`src/rtl/pwm_pkg.sv`:
```
// Shared PWM definitions: default duty width (common with motor_controller),
// capture FSM states and the full-scale duty code.
package pwm_pkg;

  localparam int PWM_DUTY_W = 10;

  localparam logic [PWM_DUTY_W-1:0] DUTY_MAX = '1;

  typedef enum logic [1:0] {
    IDLE = 2'd0,
    HIGH = 2'd1,
    LOW  = 2'd2
  } cap_state_e;

endpackage

```
`src/rtl/pwm_duty_divider.sv`:
```
// Sequential restoring divider: quotient = (numerator << DUTY_W) / denominator,
// one quotient bit per cycle over DUTY_W+1 cycles, saturated to DUTY_W bits.
module pwm_duty_divider #(
  parameter int CNT_W  = 20,
  parameter int DUTY_W = 10
) (
  input  logic              clk,
  input  logic              rst,
  input  logic              start,
  input  logic [CNT_W-1:0]  numerator,
  input  logic [CNT_W-1:0]  denominator,
  output logic              busy,
  output logic              done,
  output logic [DUTY_W-1:0] quotient
);

  localparam int STEP_W = $clog2(DUTY_W + 1);

  logic              busy_q, busy_d;
  logic [STEP_W-1:0] step_q, step_d;
  logic [CNT_W:0]    rem_q, rem_d, rem_cur, rem_sub;
  logic [CNT_W-1:0]  den_q, den_d, den_cur;
  logic [DUTY_W:0]   quo_q, quo_d;
  logic              ge;

  // numerator <= denominator, so the raw quotient never exceeds 2^DUTY_W
  function automatic logic [DUTY_W-1:0] sat_duty(input logic [DUTY_W:0] q);
    return q[DUTY_W] ? {DUTY_W{1'b1}} : q[DUTY_W-1:0];
  endfunction

  // The start cycle already resolves the MSB straight from the inputs.
  always_comb begin
    rem_cur  = start ? {1'b0, numerator} : rem_q;
    den_cur  = start ? denominator : den_q;
    ge       = (rem_cur >= {1'b0, den_cur});
    rem_sub  = ge ? (rem_cur - {1'b0, den_cur}) : rem_cur;
    rem_d    = {rem_sub[CNT_W-1:0], 1'b0};
    den_d    = den_cur;
    quo_d    = start ? {{DUTY_W{1'b0}}, ge} : {quo_q[DUTY_W-1:0], ge};
    busy_d   = busy_q;
    step_d   = step_q;
    done     = 1'b0;
    if (start) begin
      busy_d = 1'b1;
      step_d = STEP_W'(DUTY_W);
    end else if (busy_q) begin
      step_d = step_q - STEP_W'(1);
      if (step_q == STEP_W'(1)) begin
        busy_d = 1'b0;
        done   = 1'b1;
      end
    end
    quotient = sat_duty(quo_d);
  end

  always_ff @(posedge clk) begin
    if (rst) begin
      busy_q <= 1'b0;
      step_q <= '0;
    end else begin
      busy_q <= busy_d;
      step_q <= step_d;
    end
  end

  always_ff @(posedge clk) begin
    if (start || busy_q) begin
      rem_q <= rem_d;
      den_q <= den_d;
      quo_q <= quo_d;
    end
  end

  assign busy = busy_q;

endmodule

```
`src/rtl/pwm_capture.sv`:
```
// PWM duty-cycle capture: synchronizer, edge detect, period/high counters and
// divider. Optional glitch filter enabled with `define PWM_CAPTURE_FILTER_EN.
module pwm_capture
  import pwm_pkg::*;
#(
  parameter int CNT_W      = 20,
  parameter int DUTY_W     = PWM_DUTY_W,
  parameter int MIN_PERIOD = 16,
  parameter int FILT_LEN   = 4
) (
  input  logic              CLOCK_50,
  input  logic              reset,
  input  logic              pwm_in,
  output logic [DUTY_W-1:0] duty,
  output logic              duty_valid,
  output logic              timeout,
  output logic              short_err
);

  localparam logic [CNT_W-1:0] CNT_MAX = '1;

  logic sync1_q, sync1_d, sync2_q, sync2_d;
  logic s, s_prev_q, s_prev_d;
  logic rise, fall;

  cap_state_e        state_q, state_d;
  logic [CNT_W-1:0]  per_cnt_q, per_cnt_d, hi_cnt_q, hi_cnt_d;
  logic [CNT_W-1:0]  per_q, per_d, hi_q, hi_d, per_meas;
  logic              start_q, start_d, short_q, short_d, tmo_q, tmo_d;
  logic              dv_q, dv_d, sat;
  logic [DUTY_W-1:0] duty_q, duty_d;

  logic              div_busy, div_done;
  logic [DUTY_W-1:0] div_quot;

`ifdef PWM_CAPTURE_FILTER_EN
  localparam int FCW = (FILT_LEN > 1) ? $clog2(FILT_LEN) : 1;
  logic           filt_q, filt_d;
  logic [FCW-1:0] fcnt_q, fcnt_d;

  // s only follows the synchronizer after FILT_LEN stable cycles
  always_comb begin
    filt_d = filt_q;
    fcnt_d = '0;
    if (sync2_q != filt_q) begin
      if (fcnt_q == FCW'(FILT_LEN - 1)) filt_d = sync2_q;
      else                              fcnt_d = fcnt_q + FCW'(1);
    end
  end

  always_ff @(posedge CLOCK_50) begin
    if (reset) begin
      filt_q <= 1'b0;
      fcnt_q <= '0;
    end else begin
      filt_q <= filt_d;
      fcnt_q <= fcnt_d;
    end
  end

  assign s = filt_q;
`else
  assign s = sync2_q;
`endif

  assign rise     = s & ~s_prev_q;
  assign fall     = ~s & s_prev_q;
  assign per_meas = per_cnt_q + CNT_W'(1);
  assign sat      = (state_q != IDLE) && (per_cnt_q == CNT_MAX);

  always_comb begin
    sync1_d   = pwm_in;
    sync2_d   = sync1_q;
    s_prev_d  = s;
    state_d   = state_q;
    per_cnt_d = per_cnt_q;
    hi_cnt_d  = hi_cnt_q;
    per_d     = per_q;
    hi_d      = hi_q;
    start_d   = 1'b0;
    short_d   = 1'b0;
    tmo_d     = tmo_q;
    duty_d    = duty_q;
    dv_d      = 1'b0;
    if (div_done) begin
      duty_d = div_quot;
      dv_d   = 1'b1;
    end
    // A stuck input overrides any divider result landing in the same cycle.
    if (sat) begin
      tmo_d   = 1'b1;
      duty_d  = s ? {DUTY_W{1'b1}} : {DUTY_W{1'b0}};
      dv_d    = 1'b1;
      state_d = IDLE;
    end else begin
      unique case (state_q)
        IDLE: begin
          if (rise) begin
            per_cnt_d = '0;
            hi_cnt_d  = '0;
            tmo_d     = 1'b0;
            state_d   = HIGH;
          end
        end
        HIGH: begin
          per_cnt_d = per_cnt_q + CNT_W'(1);
          hi_cnt_d  = hi_cnt_q + CNT_W'(1);
          if (fall) state_d = LOW;
        end
        LOW: begin
          per_cnt_d = per_cnt_q + CNT_W'(1);
          if (rise) begin
            if (per_meas >= CNT_W'(MIN_PERIOD)) begin
              per_d   = per_meas;
              hi_d    = hi_cnt_q;
              start_d = ~div_busy;
            end else begin
              short_d = 1'b1;
            end
            per_cnt_d = '0;
            hi_cnt_d  = '0;
            state_d   = HIGH;
          end
        end
        default: state_d = IDLE;
      endcase
    end
  end

  always_ff @(posedge CLOCK_50) begin
    if (reset) begin
      sync1_q   <= 1'b0;
      sync2_q   <= 1'b0;
      s_prev_q  <= 1'b0;
      state_q   <= IDLE;
      per_cnt_q <= '0;
      hi_cnt_q  <= '0;
      start_q   <= 1'b0;
      short_q   <= 1'b0;
      tmo_q     <= 1'b0;
      duty_q    <= '0;
      dv_q      <= 1'b0;
    end else begin
      sync1_q   <= sync1_d;
      sync2_q   <= sync2_d;
      s_prev_q  <= s_prev_d;
      state_q   <= state_d;
      per_cnt_q <= per_cnt_d;
      hi_cnt_q  <= hi_cnt_d;
      start_q   <= start_d;
      short_q   <= short_d;
      tmo_q     <= tmo_d;
      duty_q    <= duty_d;
      dv_q      <= dv_d;
    end
  end

  always_ff @(posedge CLOCK_50) begin
    per_q <= per_d;
    hi_q  <= hi_d;
  end

  pwm_duty_divider #(
    .CNT_W  (CNT_W),
    .DUTY_W (DUTY_W)
  ) u_div (
    .clk         (CLOCK_50),
    .rst         (reset),
    .start       (start_q),
    .numerator   (hi_q),
    .denominator (per_q),
    .busy        (div_busy),
    .done        (div_done),
    .quotient    (div_quot)
  );

  assign duty       = duty_q;
  assign duty_valid = dv_q;
  assign timeout    = tmo_q;
  assign short_err  = short_q;

endmodule

```
`config.mk`:
```
export PLATFORM = sky130hd
export DESIGN_NAME = pwm_capture
export DESIGN_NICKNAME = d
export VERILOG_FILES = /design/src/rtl/pwm_pkg.sv /design/src/rtl/pwm_duty_divider.sv /design/src/rtl/pwm_capture.sv
export SDC_FILE = /design/constraint.sdc
export NUM_CORES = 1
export LEC_CHECK = 0
export CAP_MARGIN = 20
export CORE_MARGIN = 1
export CORE_UTILIZATION = 60
export CTS_BUF_LIST = sky130_fd_sc_hd__clkbuf_2 sky130_fd_sc_hd__clkbuf_4 sky130_fd_sc_hd__clkbuf_8
export DETAILED_ROUTE_END_ITERATION = 12
export GPL_ROUTABILITY_DRIVEN = 0
export GPL_TIMING_DRIVEN = 0
export PLACE_DENSITY = 0.75
export SLEW_MARGIN = 15
export SYNTH_ARGS = -nofsm -noshare
export SYNTH_HDL_FRONTEND = slang
export SYNTH_HIERARCHICAL = 1
export SYNTH_SLANG_ARGS = --single-unit
export TNS_END_PERCENT = 50
```
`constraint.sdc`:
```
create_clock -name CLOCK_50 -period 5.3 [get_ports CLOCK_50]
set_input_delay 0.795 -clock CLOCK_50 [delete_from_list [all_inputs] [get_ports CLOCK_50]]
set_output_delay 0.795 -clock CLOCK_50 [all_outputs]
set_load 0.03 [all_outputs]
```
* Word level (Yosys, flattened, before mapping)
Cells that the tools add are included.
Word-level totals: latch bits 0, output and inout port bits 13, memories 0, bits in writable memories 0, memory bits (read-only) 0, word-level logic and storage cells 90, bits in registers 154
Cells by class: magnitude comparators 2, reduce and logical (&&, ||, !) cells 20, multiply operators 0, $add $sub $neg 4, muxes and demuxes 29, shifts and indexed selects 0, bitwise logic cells 9, div/mod/pow operators 0, eq/ne operators 7
Operator list (number):
- two-way mux 20 bit | 4
- case mux 20 bit (3 select lines) | 1
- adder 20 x 1 -> 20 bit (second input constant) | 2
- two-way mux 10 bit | 4
- case mux 20 bit (2 select lines) | 1
- greater-or-equal comparator 21 x 20 -> 1 bit | 1
- two-way mux 21 bit | 1
- equality test 20 bit (second input constant) | 1
- greater-or-equal comparator 20 x 5 -> 1 bit (second input constant) | 1
- subtractor 20 bit | 1
- two-way mux 1 bit | 12
- nonzero test 2 bit | 6
- two-way mux 11 bit | 1
- two-way mux 4 bit | 2
- NOT 1 bit | 7
- AND reduction 3 bit | 2
- OR reduction 2 bit | 3
- OR reduction 5 bit | 1
- equality test 4 x 1 -> 1 bit (second input constant) | 1
- two-way mux 2 bit | 2
- != test 2 bit (second input constant) | 2
- case mux 2 bit (2 select lines) | 1
- AND reduction 2 bit | 2
- AND reduction 4 bit | 1
- 10 further kinds | 11

* Longest topological paths before layout
depth after elaboration 6, depth in mapped cells 15, depth with buffers taken out 12

* Hierarchy
Netlist, hierarchy kept.
By module, submodules not included:
- pwm_capture | instances 1, area an instance 4558.1 um^2, cells an instance 457
- pwm_duty_divider | instances 1, area an instance 3880.0 um^2, cells an instance 381

* Worst setup path after synthesis
Ideal clock, no wire load.
kind register to register, start point reg per_cnt_q[0], end point reg hi_q[0], enable pin, path slack 1.040 ns, period minus slack after synthesis 4.260 ns, library setup time 0.462 ns, cell stages (with the launch flop) 7, arrival 3.798 ns, buffers on the path 0, cells stage by stage dfxtp_1 ha_1 nand3_2 nor3_2 nor4_1 or3_1 a31oi_1
On the way: longest elaborated chain between the ends 4, elaborated cells on any way between the ends 6, classes of those cells add/sub (1); order compare (1); eq/ne (1); bitwise (1); reduce/logical (2)
RTL lines:
- from (decl) | RTL line pwm_capture.sv:27 | logic [CNT_W-1:0] per_cnt_q, per_cnt_d, hi_cnt_q, hi_cnt_d;
- from (signal assigned) | RTL line pwm_capture.sv:148 | per_cnt_q <= per_cnt_d;
- parallel branches: the longest is 3 deep, another holds adder 20 x 1 -> 20 bit
- AND reduction 4 bit (no source line) (*)
- to (signal assigned) | RTL line pwm_capture.sv:160 | hi_q <= hi_d;
- to (decl) | RTL line pwm_capture.sv:28 | logic [CNT_W-1:0] per_q, per_d, hi_q, hi_d, per_meas;
Mark *: on every way between the ends. A chain may end at the register's enable or synchronous reset.

* Final worst setup path
start point reg start_q, end point reg u_div.rem_q[8] (data pin)
On the way: longest elaborated chain between the ends 3, elaborated cells on any way between the ends 5, classes of those cells add/sub (1); order compare (1); mux (3)
RTL lines:
- from (decl) | RTL line pwm_capture.sv:29 | logic start_q, start_d, short_q, short_d, tmo_q, tmo_d;
- from (signal assigned) | RTL line pwm_capture.sv:150 | start_q <= start_d;
- two-way mux 21 bit or two-way mux 20 bit (tied branches) | RTL line pwm_duty_divider.sv:33, pwm_duty_divider.sv:34
- subtractor 20 bit or greater-or-equal comparator 21 x 20 -> 1 bit (tied branches) | RTL line pwm_duty_divider.sv:36, pwm_duty_divider.sv:35
- two-way mux 20 bit (*) | RTL line pwm_duty_divider.sv:36 | rem_sub = ge ? (rem_cur - {1'b0, den_cur}) : rem_cur;
- named net u_div.rem_sub[7] | RTL line pwm_duty_divider.sv:21 | logic [CNT_W:0] rem_q, rem_d, rem_cur, rem_sub;
- to (signal assigned) | RTL line pwm_duty_divider.sv:68 | rem_q <= rem_d;
- to (decl) | RTL line pwm_duty_divider.sv:21
The timed path passes the listed nets; every way through them passes the cells marked *.

==> flow_metrics.tcl <==
set metrics [dict create \
    status "completed" \
    slew_viol_final 0 \
    insertion_delay_ns 0.46 \
    synth.distinct_cells 74 \
    fin_skew_ns 0.01386 \
    grt_overflow 0 \
    synth_fp_nets 871 \
    p_int_w 0.001732 \
    grt_max_degree 51 \
    max_stage_delay_ns 0.57 \
    vias_per_cell 6.367 \
    crit_arrival_ns 4.61 \
    wl_um 20410 \
    leakagePower_nw 3.125 \
    grt.total_usage 0.2926 \
    p_comb_frac 0.023 \
    place.detailed.hpwl_um 14670 \
    setup_viol 0 \
    synth_edf_count 90 \
    clockPowerShare 0.415 \
    setup_tns_ns 0 \
    ys_seq_area_frac 0.4721 \
    post-route-period-util 0.8298 \
    ir_drop_uv 166.1 \
    cp_max_fo 10 \
    synthArstFlopShare 0 \
    synthTopCellsByArea "edfxtp_1 (32%), dfxtp_1 (15%), ha_1 (4.3%)" \
    routed-via-count 6762 \
    grt_antenna_before_repair 0 \
    tightestPinTransition_ns 0.9114 \
    wire_per_inst_um 19.22 \
    antennaDiodeCount 0 \
    sw_frac_of_total 0.2246 \
    crit_chain "buf_2 > buf_1 > buf_2 > mux2i_1 > ha_1 > clkbuf_1 > a21o_1 > a221oi_1 > o21ai_4 > nor2_8 > inv_4 > mux2_4" \
    htreeDepth 4 \
    start_kind "flop" \
    cap_violations 0 \
    core.rowCount 42 \
    crit_type "flop to flop" \
    dieArea_um2 14540 \
    clk_path_buf_depth 2 \
    synth-seq-cells 154 \
    syn_to_final_growth_pct 9.757 \
    crit_top_cell "buf_2" \
    drt_iter0_markers 691 \
    start_util 0.6272 \
    first_global_vias 6322 \
    nets 906 \
    synth_area_um2 8438 \
    yosys.area.top_type "edfxtp_1" \
    crit_required_ns 5.51 \
    ctsResizeCount 0 \
    synth_warnings 6 \
    hold_viol 0 \
    cts-buffers-inserted 17 \
    cts_hold_buffers 0 \
    ys.flop_type "edfxtp_1" \
    drcViolationCount 0 \
    fin_crit_ns 4.398 \
    end_kind "flop" \
    clk_pin_slew_ns 0.09 \
    drive_gt1_frac 0.1174 \
    firstDrtPassIters 5 \
    chipHeight_um 120.6 \
    cts.sinks 154 \
    die_x_um 120.6 \
    cts-root-buf "clkbuf_8" \
    grt_first_pass_wirelength_um 32530 \
    synth_area_per_cell_um2 10.07 \
    synth_top_area_share 0.3203 \
    cp_slowest_cell "buf_1" \
    ant_nets 0 \
    p_switching_w 0.0005016 \
    hold_path.class "flop to flop" \
    seq_power_share 0.561 \
    syn_inst 838 \
    rsz0062_at_grt "no" \
    power_density_nw_per_um2 241.2 \
    tritoncts "built" \
    fmax_mhz 227.4 \
    io_buffers 15 \
    core_um2 13450 \
    num_io_pins 16 \
    slew_headroom 0.3914 \
    cts_setup_buffers 0 \
    hold_ws_ns 0.4453 \
]
## critical path, delay by kind of cell, from the launching register on
kind                       cells  cell delay [ns]
and+or+nand+nor                1             0.27
DFF                            1             0.31
buffers and inverters          5             1.55
muxes                          2             0.73
adders and majority gates      1             0.30
AOI/OAI and AO/OA              3             0.98
## final cells by class
class,count,area (µm²)
plain buffers,47,221.5
clock buffers,17,234.0
clock inverters,15,173.9
fillers,1034,4192
inverters,44,167.7
multi-input cells,593,4083
flip-flops and latches,154,3984
well taps,176,220.2
repair buffers,16,177.7
## logic make-up (layout without fill, tap and decap cells)
group           Yosys count  count (layout)  share of synthesized area
simple gates            272             272                     0.1753
xor+xnor                 38              38                    0.03944
compound gates          198             198                     0.1527
fa+ha+maj                30              30                    0.04537
mux                      55              55                    0.06895
flops                   154             154                     0.4721
buf+inv                  91             139                    0.04611
## power by group through the flow
stage                     clock network, W  logic [W]  registers, W
after floorplan                          0  0.0000329       0.00128
after global placement                   0  0.0000498       0.00128
after detailed placement                 0  0.0000508       0.00128
after CTS                         0.000942  0.0000510       0.00125
after global routing              0.000985  0.0000560       0.00125
final                             0.000928  0.0000524       0.00125
## metrics by stage
step / total power [W] / setup WS [ns] / utilization / cells / cell area, µm²
after floorplan: 0.001313 / 1.040 / - / 838 / 8438
after global placement: 0.001330 / 0.02792 / 0.6548 / 1029 / 8808
after detailed placement: 0.001332 / 0.9511 / 0.6579 / 1030 / 8851
after CTS: 0.002246 / 0.9008 / 0.6882 / 1062 / 9259
after global routing: 0.002294 / 0.7043 / 0.6884 / 1062 / 9261
final: 0.002234 / 0.9019 / 0.6884 / 1062 / 9261
## registers in the layout (all words and copies together), names as in the netlist, 2 cells and up
name          cells
u_div/rem_q      20
hi_cnt_q         20
per_cnt_q        20
per_q            20
u_div/den_q      20
duty             10
state_q           2
u_div/quo_q      10
u_div/step_q      4
hi_q             20
## final timing paths
kind	from	to	slack [ns]	cells past startpoint
worst max-delay path	start_q	u_div/rem_q[8]	0.90	12
worst min-delay path	sync1_q	s	0.45	1
worst max register to register	start_q	u_div/rem_q[8]	0.90	12
worst min register to register	sync1_q	s	0.45	1
## cell usage after synthesis (4+ instances only)
master	n
xor2_1	15
a21o_1	12
nand3_1	42
buf_2	11
o211ai_1	4
or3_1	17
nor2b_1	16
a31oi_1	6
o21ai_0	39
a21oi_1	72
ha_1	29
mux2i_1	33
and2_1	4
o21a_1	5
o31ai_1	10
and3_1	9
edfxtp_1	90
nand4_1	9
inv_1	43
nand4b_1	6
mux2_2	21
buf_1	4
a21oi_2	9
or2_2	5
nor2_1	52
or4_1	13
nor4_1	9
nor3_1	32
xnor2_1	23
clkbuf_1	26
a211oi_1	7
nand2_1	40
dfxtp_1	64
## metal layers
| layer | wire length (µm) | global-route usage | up-vias |
|---|---|---|---|
| met1 | 8890 | 0.3996 | 3246 |
| met3 | 1515 | 0.05943 | 38 |
| met5 | 0 | 0 | - |
| li1 | - | - | 3174 |
| met4 | 388 | 0.09182 | 0 |
| met2 | 9614 | 0.4684 | 304 |
## placed cells by master (no fill, tap or decap), types with 5 or more instances in the layout
| master | synthesis | layout |
|---|---|---|
| a211oi_1 | 7 | 7 |
| a21o_1 | 12 | 12 |
| a21oi_1 | 72 | 72 |
| a21oi_2 | 9 | 9 |
| a31oi_1 | 6 | 5 |
| and3_1 | 9 | 9 |
| buf_2 | 11 | 11 |
| clkbuf_1 | 26 | 26 |
| clkbuf_8 | 0 | 17 |
| clkdlybuf4s50_1 | 0 | 15 |
| clkinv_2 | 0 | 5 |
| dfxtp_1 | 64 | 64 |
| edfxtp_1 | 90 | 90 |
| ha_1 | 29 | 29 |
| inv_1 | 43 | 43 |
| mux2_2 | 21 | 21 |
| mux2i_1 | 33 | 33 |
| nand2_1 | 40 | 40 |
| nand3_1 | 42 | 42 |
| nand4_1 | 9 | 9 |
| nand4b_1 | 6 | 6 |
| nor2_1 | 52 | 52 |
| nor2b_1 | 16 | 16 |
| nor3_1 | 32 | 32 |
| nor4_1 | 9 | 9 |
| o21a_1 | 5 | 5 |
| o21ai_0 | 39 | 39 |
| o31ai_1 | 10 | 10 |
| or3_1 | 17 | 17 |
| or4_1 | 13 | 13 |
| xnor2_1 | 23 | 23 |
| xor2_1 | 15 | 15 |
Note: power is estimated with default switching activity, not from simulation.
